--- src/rtl/game_sprite_motion.sv ---
// Sprite position/velocity register with a periodic motion step and an on-screen flag.
// Position wraps modulo 2^WIDTH; explicit position writes override a coincident step.
module game_sprite_motion #(
    parameter int X_WIDTH       = 10,
    parameter int Y_WIDTH       = 10,
    parameter int D_WIDTH       = 4,
    parameter int SCREEN_W      = 640,
    parameter int SCREEN_H      = 480,
    parameter int SPRITE_W      = 8,
    parameter int SPRITE_H      = 8,
    parameter int UPDATE_PERIOD = 100000
) (
    input  logic               clk,
    input  logic               reset_n,
    input  logic               sprite_write_xy,
    input  logic [X_WIDTH-1:0] sprite_write_x,
    input  logic [Y_WIDTH-1:0] sprite_write_y,
    input  logic               sprite_write_dxy,
    input  logic [D_WIDTH-1:0] sprite_write_dx,
    input  logic [D_WIDTH-1:0] sprite_write_dy,
    input  logic               sprite_enable_update,
    output logic [X_WIDTH-1:0] sprite_x,
    output logic [Y_WIDTH-1:0] sprite_y,
    output logic               sprite_within_screen,
    output logic               sprite_update_tick
);
    localparam int CNT_W = $clog2(UPDATE_PERIOD);
    localparam logic [CNT_W-1:0]   CNT_LAST = CNT_W'(UPDATE_PERIOD - 1);
    localparam logic [X_WIDTH-1:0] X_MAX    = X_WIDTH'(SCREEN_W - SPRITE_W);
    localparam logic [Y_WIDTH-1:0] Y_MAX    = Y_WIDTH'(SCREEN_H - SPRITE_H);

    logic [CNT_W-1:0]          cnt_reg, cnt_next;
    logic [X_WIDTH-1:0]        x_reg, x_next;
    logic [Y_WIDTH-1:0]        y_reg, y_next;
    logic signed [D_WIDTH-1:0] dx_reg, dy_reg;
    logic                      within_reg, within_next;
    logic                      tick;

    // The step is abandoned while reset is held, so no tick is reported then.
    assign tick = reset_n && sprite_enable_update && (cnt_reg == CNT_LAST);

    always_comb begin
        cnt_next = '0;
        if (sprite_enable_update && (cnt_reg != CNT_LAST)) begin
            cnt_next = cnt_reg + CNT_W'(1);
        end

        x_next = x_reg;
        y_next = y_reg;
        if (sprite_write_xy) begin
            x_next = sprite_write_x;
            y_next = sprite_write_y;
        end else if (tick) begin
            // Size casts of the signed velocity sign-extend it before the modular add.
            x_next = x_reg + X_WIDTH'(dx_reg);
            y_next = y_reg + Y_WIDTH'(dy_reg);
        end

        within_next = (x_next <= X_MAX) && (y_next <= Y_MAX);
    end

    always_ff @(posedge clk) begin
        if (!reset_n) begin
            cnt_reg    <= '0;
            x_reg      <= '0;
            y_reg      <= '0;
            dx_reg     <= '0;
            dy_reg     <= '0;
            within_reg <= 1'b1;
        end else begin
            cnt_reg    <= cnt_next;
            x_reg      <= x_next;
            y_reg      <= y_next;
            within_reg <= within_next;
            if (sprite_write_dxy) begin
                dx_reg <= sprite_write_dx;
                dy_reg <= sprite_write_dy;
            end
        end
    end

    assign sprite_x             = x_reg;
    assign sprite_y             = y_reg;
    assign sprite_within_screen = within_reg;
    assign sprite_update_tick   = tick;
endmodule

--- config.mk ---
export PLATFORM = sky130hd
export DESIGN_NAME = game_sprite_motion
export DESIGN_NICKNAME = d
export VERILOG_FILES = /design/src/rtl/game_sprite_motion.sv
export SDC_FILE = /design/constraint.sdc
export NUM_CORES = 1
export LEC_CHECK = 0
export ABC_CLOCK_PERIOD_IN_PS = 3400
export CAP_MARGIN = 20
export CORE_ASPECT_RATIO = 0.8
export CORE_MARGIN = 2
export CORE_UTILIZATION = 40
export DETAILED_ROUTE_END_ITERATION = 12
export GPL_TIMING_DRIVEN = 0
export PLACE_DENSITY = 0.72
export REMOVE_ABC_BUFFERS = 1
export SETUP_SLACK_MARGIN = 0.2
export SLEW_MARGIN = 20
export SYNTH_ARGS = -nofsm -noshare
export SYNTH_HDL_FRONTEND = slang
export SYNTH_SLANG_ARGS = --single-unit
--- constraint.sdc ---
create_clock -name clk -period 3.4 [get_ports clk]
set_input_delay 0.34 -clock clk [delete_from_list [all_inputs] [get_ports clk]]
set_output_delay 0.34 -clock clk [all_outputs]
set_load 0.02 [all_outputs]
==> metrics.csv, run 1 <==
metric,value,unit
DR DRC count,0,
Hold Path Class,register to register,
# rows,28,
CP Launch Type,register,
M1 GR Usage,24.62,%
core area,0.007287,mm²
Die Ht,80.93,µm
Register Area,920.9,µm²
global route overflow,0,
Top Usage Layer GRT,met2,
CTS max path bufs,2,
nets,447,
Initial Util,40.61,%
final period utilization,88.61,%
CP Capture Type,register,
count of different cell masters after synthesis,63,
depth of the worst register-to-register path,10,
# diodes,0,
slew at the pin closest to its max-slew limit,0.8093,ns
CP Capture Point,sprite_within_screen,
Detail Route Antenna Nets,0,
worst r2r dst,sprite_within_screen,
TritonCTS clock tree,done,
Slew headroom,45.99,%
sequential-to-total area share from yosys stat,31.12,%
r2r startpoint,sprite_x[0],
pre-CTS setup slack,-0.4004,ns
R2R setup slack,0.39,ns
setup TNS,0,ns
routed vias/inst,5.585,
status,completed,
HPWL Detailed,5.422,mm
Root Buffer,clkbuf_8,
area of the multi-input gates,0.001949,mm²
cts bufs inserted,5,
io pins,55,
most frequent cells in the layout,"nor2_1 (55), clkdlybuf4s50_1 (53), dfxtp_1 (46)",
first-pass GRT wire length,11.90,mm
Worst Setup Path Type,register to register,
Largest register FFs,17,
ratio of cells with drive above 1 in the final layout,6.091,%
Syn Area/Cell,8.528,µm²
vias post-DR,2703,
number of synthesized flops with an enable pin,0,
PwrDens,364.6,mW/mm²
"wirelength, routed",7.268,mm
drt initial violations,87,
area delta synth->final,24.57,%
fmax,331.9,MHz
Synth Cell Area,0.002959,mm²
dominant synthesized flop cell,dfxtp_1,
number of fill cells in the layout,699,
Wirelength per Cell,15.02,µm
"commonest non-fill, non-tap cell in the layout",nor2_1,
max cap viols,0,
H-tree lvl count,2,
final hold viol count,0,
Leak Pwr,1.515,nW
Fin Hold WS,0.4734,ns
vias in the first global route,2564,
post-route clock skew,0.01271,ns
total global-route track usage,18.36,%
cells after synthesis,347,
maximum vdd drop,0.2178,mV
final slew viol count,0,
Tmin final,3.013,ns
Port Buffers,54,
Syn. warnings,0,
required time worst endpoint,3.66,ns
Worst Path Max Fanout,3,
RSZ-0062 raised after global routing,false,
antenna violations before repair,0,
number of post-CTS setup repair buffers,0,
Critical Path Start,sprite_x[0],
fin worst setup slack,0.3871,ns
fraction of registers with async set/reset,0,%
Die ar.,0.008106,mm²
clock sink count,46,
Seq cells post-synth,46,
largest net degree at the start of global routing,34,
GPL Wtd Cong,0.8533,
later-pin clock latency in the skew report,0.31,ns
met3 Use GR,4.303,%
Critical Path AT,3.27,ns
clk slew on worst S/H paths,0.10,ns
met2 Usage GRT,30.07,%
drt pass-1 iters,4,
endpoints failing setup,0,
Die X,100.2,µm
==> per-layer routing <==
layer / vias to the layer above / routed length (µm)
met2: 71 / 3277
met3: 9 / 456
li1: 1353 / -
met1: 1270 / 3442
met5: - / 0
met4: 0 / 91
==> repair_timing <==
action / CTS / global route
hold buffers: 0 / 0
gates cloned: 0 / 0
setup endpoints to repair: 1 / 1
resized for setup: 2 / 4
pin swaps: 0 / 2
==> critical path: stages, from the launching register on <==
cell and delay (ns):
dfxtp_1 0.35, ha_2 0.22, fa_2 0.38, a211oi_2 0.26, nor2_1 0.10, o31ai_2 0.31
a2111oi_1 0.13, a211o_1 0.26, or4_1 0.52, o211ai_1 0.23, o311a_1 0.19
==> stage by stage <==
stage	instances	instance area [µm²]	util, %	power [W]
after detailed placement	476	3537	48.54	0.0008545
after floorplan	332	2884	-	0.0007403
after global placement	476	3537	48.54	0.0008472
after CTS	484	3679	50.48	0.001351
final	484	3686	50.58	0.001344
after global routing	484	3686	50.58	0.001404
==> where the power goes <==
part / total (W) / leakage [nW] / switching [W] / internal (W)
clock network: 0.000499 / 0.0683 / 0.000205 / 0.000295
logic: 0.000261 / 1.07 / 0.000131 / 0.000130
registers: 0.000584 / 0.377 / 0.0000223 / 0.000561
==> kinds of logic after synthesis <==
| group | count (synthesis) | share of synthesized area, % |
|---|---|---|
| flops | 46 | 31.12 |
| compound gates | 79 | 18.99 |
| simple gates | 140 | 25.12 |
| xor+xnor | 24 | 7.104 |
| fa+ha+maj | 21 | 9.387 |
| buf+inv | 23 | 3.552 |
| mux | 14 | 4.736 |
==> worst min path at each step <==
| stage | start | endpoint | slack (ns) | depth (start not counted) |
|---|---|---|---|---|
| 2_1_floorplan | cnt_reg[0] | cnt_reg[0] | 0.43 | 1 |
| 3_3_place_gp | cnt_reg[0] | cnt_reg[0] | 0.45 | 1 |
| 3_5_place_dp | cnt_reg[0] | cnt_reg[0] | 0.46 | 1 |
| 4_1_cts | cnt_reg[0] | cnt_reg[0] | 0.48 | 1 |
| 5_1_grt | cnt_reg[0] | cnt_reg[0] | 0.52 | 1 |
| 6_report | cnt_reg[0] | cnt_reg[0] | 0.47 | 1 |
==> final cells by class <==
type                    count  share of cell area (%)
flip-flops and latches     46                   24.98
clock buffers               5                   1.867
multi-input cells         278                   52.89
clock inverters             3                   1.867
well taps                  90                   3.055
inverters                   8                  0.8147
repair buffers             54                   14.53
==> Yosys cell counts (2+ instances only) <==
master | count | area (µm²)
nand4_1 | 7 | 43.79
o21a_1 | 4 | 30.03
mux2i_1 | 14 | 140.1
o21bai_1 | 2 | 15.01
a21o_1 | 9 | 67.56
a211o_1 | 4 | 35.03
dfxtp_1 | 46 | 920.9
nor3b_1 | 3 | 22.52
or2_2 | 3 | 18.77
or3_1 | 3 | 18.77
nand3b_1 | 2 | 15.01
xnor2_1 | 13 | 113.9
and2_1 | 7 | 43.79
o21ai_0 | 14 | 70.07
o211a_1 | 5 | 50.05
nor3_1 | 6 | 30.03
inv_1 | 7 | 26.28
clkbuf_1 | 10 | 37.54
fa_1 | 2 | 40.04
nor2_1 | 55 | 206.5
a211oi_1 | 8 | 60.06
o211ai_1 | 3 | 22.52
and3_1 | 8 | 50.05
buf_2 | 3 | 15.01
ha_1 | 19 | 237.7
nand2_1 | 18 | 67.56
nand3_1 | 10 | 50.05
nor2b_1 | 2 | 12.51
buf_6 | 2 | 22.52
a21oi_1 | 14 | 70.07
xor2_1 | 11 | 96.34
or4_1 | 2 | 15.01
Power figures use the tool's default switching activity.
==> run 2, diff against run 1 <==
--- a/config.mk
+++ b/config.mk
@@ -9,10 +9,10 @@
 export CAP_MARGIN = 20
 export CORE_ASPECT_RATIO = 0.8
 export CORE_MARGIN = 2
-export CORE_UTILIZATION = 40
+export CORE_UTILIZATION = 49
 export DETAILED_ROUTE_END_ITERATION = 12
 export GPL_TIMING_DRIVEN = 0
-export PLACE_DENSITY = 0.72
+export PLACE_DENSITY = 0.84
 export REMOVE_ABC_BUFFERS = 1
 export SETUP_SLACK_MARGIN = 0.2
 export SLEW_MARGIN = 20
==> metrics.csv, run 2 (synthesized netlist as in run 1, its figures left out) <==
metric,value,unit
Critical-path top delay cell,dfxtp_1,
status,completed,
clock sink count,46,
final period utilization,89.75,%
ratio of cells with drive above 1 in the final layout,6.329,%
Slew headroom,46.99,%
Worst Path Max Fanout,11,
drt pass-1 iters,5,
GPL Wtd Cong,0.8482,
CP Capture Point,sprite_within_screen,
global route overflow,0,
final slew viol count,0,
routed vias/inst,5.803,
post-route clock skew,0.007175,ns
Hold Path Class,register to register,
# rows,25,
R2R setup slack,0.35,ns
fmax,327.7,MHz
Comb pwr share,21.8,%
Tmin final,3.052,ns
dpl cells,467,
total power,0.001218,W
clk slew on worst S/H paths,0.10,ns
"Cell Chain, Critical Path",ha_1 > o21ai_0 > nor2_1 > o31ai_2 > a2111oi_1 > a211o_1 > or4_1 > o211ai_1 > o311a_1,
Port Buffers,54,
Largest register FFs,17,
Root Buffer,clkbuf_8,
r2r startpoint,dx_reg[3],
nets,448,
worst hold start,cnt_reg[0],
Die ar.,0.006681,mm²
number of fill cells in the layout,522,
Internal Pwr Total,0.0008406,W
Die X,90.89,µm
Leak Pwr,1.496,nW
total global-route track usage,21.90,%
Critical Path AT,3.32,ns
PwrDens,334.7,mW/mm²
depth of the worst register-to-register path,9,
vias in the first global route,2476,
WP buf/inv,0,
Wirelength per Cell,15.89,µm
"wirelength, routed",7.563,mm
Die Ht,73.51,µm
max cap viols,0,
core area,0.005881,mm²
vias post-DR,2762,
setup TNS,0,ns
RSZ-0062 raised after global routing,false,
Switching Share,30.96,%
Detail Route Antenna Nets,0,
Hold Buf Count CTS,0,
later-pin clock latency in the skew report,0.32,ns
power share of the clock group,30.3,%
area delta synth->final,22.96,%
drt initial violations,127,
cts bufs inserted,5,
largest net degree at the start of global routing,34,
CTS max path bufs,2,
CP Launch Type,register,
M1 GR Usage,31.26,%
Switch Pwr,0.0003770,W
Initial Util,50.32,%
HPWL Detailed,5.472,mm
# diodes,0,
met3 Use GR,4.718,%
Critical Path Max Stage Delay,0.58,ns
first-pass GRT wire length,11.67,mm
most frequent cells in the layout,"nor2_1 (55), clkdlybuf4s50_1 (53), dfxtp_1 (46)",
slew at the pin closest to its max-slew limit,0.7942,ns
TritonCTS clock tree,done,
Critical Path Start,dx_reg[3],
Worst Setup Path Type,register to register,
"commonest non-fill, non-tap cell in the layout",nor2_1,
"delay-heaviest family, CP",compound AO/OA/AOI/OAI gates,
required time worst endpoint,3.66,ns
worst r2r dst,sprite_within_screen,
io pins,55,
final hold viol count,0,
maximum vdd drop,0.2217,mV
CP Capture Type,register,
DR DRC count,0,
final instance count without filler cells,476,
sequential share of power,48.0,%
antenna violations before repair,0,
Top Usage Layer GRT,met2,
"Core Util, Final",61.87,%
H-tree lvl count,2,
met2 Usage GRT,33.17,%
CP Depth,9,
endpoints failing setup,0,
-- run 2: power by group through the flow --
stage               logic, W  clock network, W  registers, W
global route        0.000287          0.000396      0.000587
detailed placement  0.000257                 0      0.000596
CTS                 0.000259          0.000373      0.000584
finish              0.000265          0.000368      0.000584
global placement    0.000250                 0      0.000595
floorplan           0.000131                 0      0.000610
-- run 2: stage by stage --
step / worst slack, ns / cell area [µm²] / hold WS, ns
2_1_floorplan: 0.4523 / 2884 / 0.4297
3_3_place_gp: -0.3292 / 3526 / 0.4475
3_5_place_dp: -0.3848 / 3526 / 0.4661
4_1_cts: 0.2214 / 3623 / 0.4875
5_1_grt: 0.08203 / 3638 / 0.5143
6_report: 0.3483 / 3638 / 0.4810
-- run 2: layer usage --
metal	wire length, µm	part of all wire (%)
met5	0	0
met4	127	1.7
met3	473	6.3
met2	3343	44
met1	3618	48
-- run 2: what timing repair did --
item,in CTS,in global routing
resized for setup,2,4
pin swaps,0,3
buffers inserted,0,1
hold endpoints to repair,0,0
setup endpoints to repair,1,1
-- run 2: layout make-up --
| type | instances | area, µm² | area share [%] |
|---|---|---|---|
| inverters | 8 | 30.03 | 0.8253 |
| repair buffers | 55 | 543.0 | 14.92 |
| multi-input cells | 278 | 1949 | 53.58 |
| clock inverters | 3 | 25.02 | 0.6878 |
| flip-flops and latches | 46 | 920.9 | 25.31 |
| clock buffers | 5 | 68.82 | 1.891 |
| well taps | 81 | 101.3 | 2.785 |
-- run 2: worst min-delay path by stage --
stage	endpoint	slack [ns]	depth (start not counted)
global route	cnt_reg[0]	0.51	1
global placement	cnt_reg[0]	0.45	1
floorplan	cnt_reg[0]	0.43	1
finish	cnt_reg[0]	0.48	1
CTS	cnt_reg[0]	0.49	1
detailed placement	cnt_reg[0]	0.47	1
